`src/rtl/wave_window_sched.sv`:
```
// wave_window_sched: run-control and configuration scheduler for the
// two-window waveform counter datapath.
//
// A free-running counter sweeps 0..period. Two registered waveforms come from
// comparing the counter with programmable windows:
//   f : low while f_lo < count < f_hi, otherwise high
//   g : high while g_lo < count < g_hi, otherwise low
// Settings are written into a shadow bank through a valid/ready port. A commit
// copies shadow -> active immediately when idle. While running, the copy waits
// for the period boundary so that a period never mixes old and new settings.
//
// Ports:
//   clock, resetn        clock, synchronous active-low reset
//   start, stop, oneshot run control (oneshot is sampled together with start)
//   cfg_valid/cfg_ready  config write handshake; cfg_sel picks the target
//                        (0 period, 1 f_lo, 2 f_hi, 3 g_lo, 4 g_hi, 5-7 dropped)
//   cfg_data, cfg_commit write data; commit pulse for shadow -> active
//   busy                 high whenever not idle
//   count                current counter value
//   f, g                 waveforms, one cycle behind count
//   wrap                 one-cycle pulse after count == period
//   done                 one-cycle pulse on return to idle
//
// Optional build macro WAVE_WINDOW_SCHED_PCNT_EN adds pcnt[15:0], a saturating
// count of wraps since the last start from idle.
module wave_window_sched #(
  parameter int CNT_W      = 10,
  parameter int DEF_PERIOD = 900,
  parameter int DEF_F_LO   = 50,
  parameter int DEF_F_HI   = 250,
  parameter int DEF_G_LO   = 150,
  parameter int DEF_G_HI   = 400
) (
  input  logic             clock,
  input  logic             resetn,
  input  logic             start,
  input  logic             stop,
  input  logic             oneshot,
  input  logic             cfg_valid,
  output logic             cfg_ready,
  input  logic [2:0]       cfg_sel,
  input  logic [CNT_W-1:0] cfg_data,
  input  logic             cfg_commit,
  output logic             busy,
  output logic [CNT_W-1:0] count,
  output logic             f,
  output logic             g,
  output logic             wrap,
  output logic             done
`ifdef WAVE_WINDOW_SCHED_PCNT_EN
  ,
  output logic [15:0]      pcnt
`endif
);

  typedef struct packed {
    logic [CNT_W-1:0] period;
    logic [CNT_W-1:0] f_lo;
    logic [CNT_W-1:0] f_hi;
    logic [CNT_W-1:0] g_lo;
    logic [CNT_W-1:0] g_hi;
  } cfg_t;

  typedef enum logic [1:0] {IDLE, RUN, DRAIN} state_t;

  localparam cfg_t CFG_DEF = '{
    period: CNT_W'(DEF_PERIOD),
    f_lo:   CNT_W'(DEF_F_LO),
    f_hi:   CNT_W'(DEF_F_HI),
    g_lo:   CNT_W'(DEF_G_LO),
    g_hi:   CNT_W'(DEF_G_HI)
  };

  state_t state, nxt;
  cfg_t   shd, shd_nxt, act;
  logic   pend, os_r;
  logic   running, at_end, f_in, g_in;

  assign running   = (state != IDLE);
  assign at_end    = (count == act.period);
  assign busy      = running;
  assign cfg_ready = !pend;
  assign f_in      = (act.f_lo < count) && (count < act.f_hi);
  assign g_in      = (act.g_lo < count) && (count < act.g_hi);

  // Shadow view including this cycle's accepted write, so a commit issued in
  // the same cycle as a write picks the write up.
  always_comb begin
    shd_nxt = shd;
    if (cfg_valid && cfg_ready) begin
      case (cfg_sel)
        3'd0:    shd_nxt.period = cfg_data;
        3'd1:    shd_nxt.f_lo   = cfg_data;
        3'd2:    shd_nxt.f_hi   = cfg_data;
        3'd3:    shd_nxt.g_lo   = cfg_data;
        3'd4:    shd_nxt.g_hi   = cfg_data;
        default: ;
      endcase
    end
  end

  // Stop beats start in the same cycle. Reaching the end of a final period
  // (oneshot or draining) beats any start/stop seen on that same edge.
  always_comb begin
    nxt = state;
    case (state)
      IDLE:    if (start && !stop) nxt = RUN;
      RUN:     if (os_r && at_end) nxt = IDLE;
               else if (stop)      nxt = DRAIN;
      DRAIN:   if (at_end)                nxt = IDLE;
               else if (start && !stop)   nxt = RUN;
      default: nxt = IDLE;
    endcase
  end

  always_ff @(posedge clock) begin
    if (!resetn) begin
      state <= IDLE;
      os_r  <= 1'b0;
      count <= '0;
      f     <= 1'b0;
      g     <= 1'b0;
      wrap  <= 1'b0;
      done  <= 1'b0;
      shd   <= CFG_DEF;
      act   <= CFG_DEF;
      pend  <= 1'b0;
    end else begin
      state <= nxt;
      if (state == IDLE && nxt == RUN) os_r <= oneshot;

      // Idle (and the edge into idle) pins count to 0; a fresh start therefore
      // begins counting from 0 on the first running edge.
      count <= (!running || nxt == IDLE || at_end) ? '0 : count + 1'b1;
      wrap  <= running && at_end;
      done  <= running && (nxt == IDLE);
      f     <= running && (nxt != IDLE) && !f_in;
      g     <= running && (nxt != IDLE) && g_in;

      shd <= shd_nxt;
      if (!running) begin
        if (cfg_commit) act <= shd_nxt;
      end else if (at_end) begin
        // Period boundary: apply a pending (or just-issued) commit so the
        // next period starts cleanly on the new settings.
        if (pend || cfg_commit) act <= shd_nxt;
        pend <= 1'b0;
      end else if (cfg_commit) begin
        pend <= 1'b1;
      end
    end
  end

`ifdef WAVE_WINDOW_SCHED_PCNT_EN
  always_ff @(posedge clock) begin
    if (!resetn)                                     pcnt <= '0;
    else if (state == IDLE && nxt == RUN)            pcnt <= '0;
    else if (running && at_end && pcnt != 16'hFFFF)  pcnt <= pcnt + 16'd1;
  end
`endif

endmodule
```
`config.mk`:
```
export PLATFORM = sky130hd
export DESIGN_NAME = wave_window_sched
export DESIGN_NICKNAME = d
export VERILOG_FILES = /design/src/rtl/wave_window_sched.sv
export SDC_FILE = /design/constraint.sdc
export NUM_CORES = 1
export LEC_CHECK = 0
export ABC_CLOCK_PERIOD_IN_PS = 2400
export BUFFER_PORTS_ARGS = -buffer_cell sky130_fd_sc_hd__buf_2
export CAP_MARGIN = 40
export CORE_MARGIN = 2
export CORE_UTILIZATION = 50
export CTS_CLUSTER_DIAMETER = 80
export CTS_CLUSTER_SIZE = 8
export DETAILED_ROUTE_END_ITERATION = 7
export PLACE_DENSITY = 0.68
export SETUP_SLACK_MARGIN = 0.4
export SLEW_MARGIN = 20
export SYNTH_ARGS = -nofsm -noshare
export SYNTH_HDL_FRONTEND = slang
export SYNTH_SLANG_ARGS = --single-unit
```
`constraint.sdc`:
```
create_clock -name clock -period 2.4 [get_ports clock]
set_input_delay 0.48 -clock clock [delete_from_list [all_inputs] [get_ports clock]]
set_output_delay 0.48 -clock clock [all_outputs]
set_load 0.05 [all_outputs]
```
# Word level (Yosys, flattened, before mapping)
# Index checks and enable logic that the tools add are counted.
[classes]
add_sub_neg = 1
magnitude_cmp = 4
n_eq_ne = 10
n_mux = 17
bitwise = 1
n_reduce_logical = 28
[op_table]
columns = ["op", "n"]
rows = [
  ["$mux W50", 5],
  ["$mux W10", 5],
  ["$lt A10 B10 Y1", 4],
  ["$logic_and A1 B1 Y1", 11],
  ["$add A10 B1 Y10 const B", 1],
  ["$eq A10 B10 Y1", 1],
  ["$mux W2", 4],
  ["$reduce_bool A2 Y1", 4],
  ["$eq A3 B2 Y1 const B", 2],
  ["$pmux W2 S3", 1],
  ["$eq A2 B1 Y1 const B", 2],
  ["$logic_not A1 Y1", 4],
  ["$logic_not A2 Y1", 2],
  ["$ne A2 B1 Y1 const B", 2],
  ["$eq A3 B1 Y1 const B", 1],
  ["$eq A3 B3 Y1 const B", 1],
  ["$logic_not A3 Y1", 1],
  ["$logic_or A1 B1 Y1", 3],
  ["$reduce_and A3 Y1", 1],
  ["$eq A2 B2 Y1 const B", 1],
  ["$mux W1", 2],
  ["$reduce_and A2 Y1", 1],
  ["$reduce_or A2 Y1", 1],
  ["$not A1 Y1", 1],
]
[word_totals]
ff_bits = 118
input_bits = 20
out_inout_bits = 16
elab_cells = 79

# Logic depth before layout (Yosys ltp)
[depth]
ltp_word = 9
ltp_mapped = 8
ltp_nobuf = 7

# Least setup slack after synthesis
# OpenSTA, ideal clock, no wires.
[synth_timing]
path_type = "register to register"
from = "register count[2]"
to = "register act[0] in the netlist's numbering"
setup_ns = 0.121
arrival_time_ns = 2.085
required_ns = 2.279
path_slack_ns = 0.194
stages_incl_launch_ff = 9
n_path_buf = 3
period_less_slack_ns = 2.206
cell_sequence = "dfxtp_1 buf_6 xnor2_2 nand4_2 nor3_4 o21ba_1 buf_6 buf_12 mux2_4"
[synth_between]
elab_chain_cells = 3
[synth_lines]
columns = ["element", "line_no", "source"]
rows = [
  ["start: declaration", "45", "output logic [CNT_W-1:0] count,"],
  ["start signal: assignment", "134", "count <= (!running || nxt == IDLE || at_end) ? '0 : count + 1'b1;"],
  ["$eq A10 B10 Y1", "80", "assign at_end = (count == act.period);"],
  ["$ne A2 B1 Y1 (no source line)", "--", ""],
  ["$reduce_and A3 Y1 (no source line)", "--", ""],
  ["end signal: assignment", "142", "if (cfg_commit) act <= shd_nxt;"],
  ["end signal: assignment", "146", "if (pend || cfg_commit) act <= shd_nxt;"],
  ["end: declaration", "75", "cfg_t shd, shd_nxt, act;"],
]
# No other way between the ends.
# A chain may end at the register's enable or synchronous reset.

# Worst setup path in the final report
[layout_timing]
from = "register count[7]"
to = "register g"
[layout_between]
elab_chain_cells = 7
word_cells_on_any_way = 11
cone_classes = "2 x order compare; 1 x eq/ne; 3 x mux; 5 x reduce/logical"
[layout_lines]
columns = ["element", "line_no", "source"]
rows = [
  ["$eq A10 B10 Y1", "80", ""],
  ["$logic_and A1 B1 Y1", "108", "RUN: if (os_r && at_end) nxt = IDLE;"],
  ["$mux W2", "108", ""],
  ["$pmux W2 S3", "106", "case (state)"],
  ["$reduce_bool A2 Y1", "138", "g <= running && (nxt != IDLE) && g_in;"],
  ["$logic_and A1 B1 Y1", "138", ""],
  ["$logic_and A1 B1 Y1 (*)", "138", ""],
  ["end signal: assignment", "138", ""],
  ["end: declaration", "47", "output logic g,"],
]
# Every way passes the cells marked *; elsewhere a longest branch is shown, timed or not.

==> metrics.yaml <==
synthesis:
  syn_area_per_cell_um2: 10.5
  yosysTopAreaCell: "dfxtp_1"
  ys_async_sr_fraction: 0
  synth_edf_count: 0
  netlist_area_mm2: 0.00577
  ys_ff_latch: 118
  synth_ff_type: "dfxtp_1"
  synth_top_area_share: 0.409
  synthesis.nets: 608
  ys_seq_area_frac: 0.409
  synth.area.top_cells: "dfxtp_1 (41%), mux2_4 (13%), ha_1 (8.0%), mux2i_1 (7.1%), and2_1 (3.4%)"
  synth_cells: 551
  ys_warn_count: 0
  ys_types: 48
power:
  p_clk_frac: 0.539
  p_int_mw: 3.96
  ir_drop_v: 0.000596
  power.switching_mw: 1.12
  p_sw_frac: 0.220
  power_frac_seq: 0.397
  pwr_density_cell_mw_per_mm2: 750
  power.leakage_nw: 3.05
  combinationalPowerShare: 0.063
sta:
  final.setup.tns_ps: 0
  finalHoldViolations: 0
  setup_viol: 0
  tightestPinTransition_ps: 561
  clock_skew_ps: 8.04
  slew_viol_final: 0
  maxSlewHeadroom: 0.626
  fmax_ghz: 0.525
  grt_setup_unrepaired: "no"
  fin_crit_ps: 1900
  fin_crit_sh: 0.794
placement:
  port_buffers: 35
  place_hpwl_um: 8640
  postPlaceCellArea_mm2: 0.00608
  gp_congestion: 0.808
floorplan:
  die_w_um: 111
  io_pins: 36
  start_util: 0.510
  core_mm2: 0.0113
  placementRows: 39
  dieArea_mm2: 0.0124
  die_height_um: 111
finish:
  final_cell_mix: "dfxtp_1 (108), mux2_4 (50), nand2_1 (48), mux2i_1 (41), ha_1 (37)"
  mostFrequentLayoutCell: "dfxtp_1"
  register_area_mm2: 0.00238
  fin_nets: 652
  drive_gt1_frac: 0.255
  area_growth_pct: 17.2
  multi_input_area_mm2: 0.00310
  n_fill_cell: 938
  antennaDiodeCount: 0
  finalInstanceArea_mm2: 0.00677
global_route:
  grt_overflow_total: 0
  grt_max_degree: 64
  top_usage_layer: "met2"
  use_met3: 0.0566
  grt_pass1_vias: 3937
  grt_pass1_wl_um: 19900
  track_usage: 0.203
  antenna_found_initial: 0
  met1_usage: 0.257
  use_met2: 0.334
routing:
  dr.pass1.iters: 5
  via_count: 3896
  routed_wl_um: 12300
  drc_errors: 0
  via_per_inst: 5.19
  avgRoutedWirePerCell_um: 16.4
  ant_nets: 0
  first_iter_violations: 185
worst_setup_path:
  cp-end-kind: "flop"
  critPathLaunchType: "flop"
  worst-setup-path-type: "reg -> reg"
  cp.arrival_ps: 2200
  worstPathMaxFanout: 7
  cp.required_ps: 2700
cts:
  cts_buffers: 17
  tritoncts: "yes"
  hold_buffers: 0
  cts_sinks: 118
  cts_root_buf: "clkbuf_16"
  clk_latency_ps: 410
  clockBufferDepth: 2
  cts.clk_slew.worst_paths_ps: 50
  htree_levels: 4
outcome:
  status: "finished clean"
run:
  drv_cap: 0
hold_path:
  hold_class: "in -> reg"
-- final timing paths --
check                start       to  slack [ps]  cells after the start
setup / recovery  count[7]        g         500                      7
hold / removal     oneshot     os_r         330                      3
setup reg to reg  count[7]        g         500                      7
hold reg to reg    shd[46]  shd[46]         460                      2
-- flip-flops by register name (all words and copies together), names as in the netlist --
name	count
act	50
shd	50
count	10
state	2
done	1
f	1
g	1
os_r	1
pend	1
wrap	1
-- cell usage after synthesis, types with 2 or more instances --
cell type,count
nand4_2,2
buf_12,5
mux2i_1,41
a21boi_1,6
mux2_4,50
nor4_1,3
or2_1,2
clkbuf_1,14
and2_1,31
o21ai_0,9
buf_6,2
and4_1,2
nor2_1,19
xnor2_1,14
xnor2_2,4
a21oi_1,13
ha_1,37
nor2b_1,28
a2111oi_0,2
nand3_1,23
nand4_1,4
nand2b_1,13
inv_1,33
nand2_1,48
dfxtp_1,118
buf_2,4
and3_1,3
-- routing by layer --
layer,vias up,part of all wire
met2,65,0.47
li1,1950,-
met4,0,0.018
met1,1862,0.47
met5,-,0
met3,19,0.045
-- critical path, stage by stage (launching register included) --
cell and delay [ps]:
dfxtp_2 410, inv_1 100, ha_1 320, nand4_1 150, o22ai_1 120, nor3_1 140
nand3_1 180, nor4_2 370
-- cell type report --
cell class                 instances  share of cell area
timing repair buffer              51              0.0499
multi-input combinational        374               0.459
clock buffer                      20              0.0692
sequential                       118               0.352
inverter                          33              0.0183
clock inverter                    12              0.0257
tap                              143              0.0264
-- cells by family (layout without fill, tap and decap cells) --
kind of cell | count (synthesis) | in the layout | synth area share
adders and majority gates | 37 | 37 | 0.0802
muxes | 91 | 91 | 0.201
AOI/OAI and AO/OA | 41 | 41 | 0.0447
xor gates and xnor gates | 18 | 18 | 0.0325
and+or+nand+nor | 187 | 187 | 0.176
DFF | 118 | 118 | 0.409
buffers and inverters | 59 | 116 | 0.0566
-- power by group through the flow --
stage	clock (mW)	sequential, mW	combinational [mW]
2_1_floorplan	0	2.06	0.239
3_3_place_gp	0	2.06	0.304
3_5_place_dp	0	2.06	0.312
5_1_grt	2.85	2.02	0.347
6_report	2.74	2.02	0.322
4_1_cts	2.77	2.02	0.313
-- what timing repair did --
item | CTS | global route
setup buffers | 0 | 1
gates resized for setup | 0 | 3
setup endpoints to repair | 0 | 39
-- stage by stage --
step | utilization | setup WS (ps) | std cells | power [mW] | hold WS [ps]
6_report | 0.598 | 495 | 751 | 5.08 | 328
5_1_grt | 0.598 | 384 | 751 | 5.22 | 330
4_1_cts | 0.593 | 431 | 749 | 5.10 | 324
3_5_place_dp | 0.537 | 353 | 717 | 2.37 | 455
3_3_place_gp | 0.537 | 386 | 717 | 2.36 | 444
2_1_floorplan | - | 466 | 551 | 2.30 | 436
Note: power is estimated with default switching activity, not from simulation.
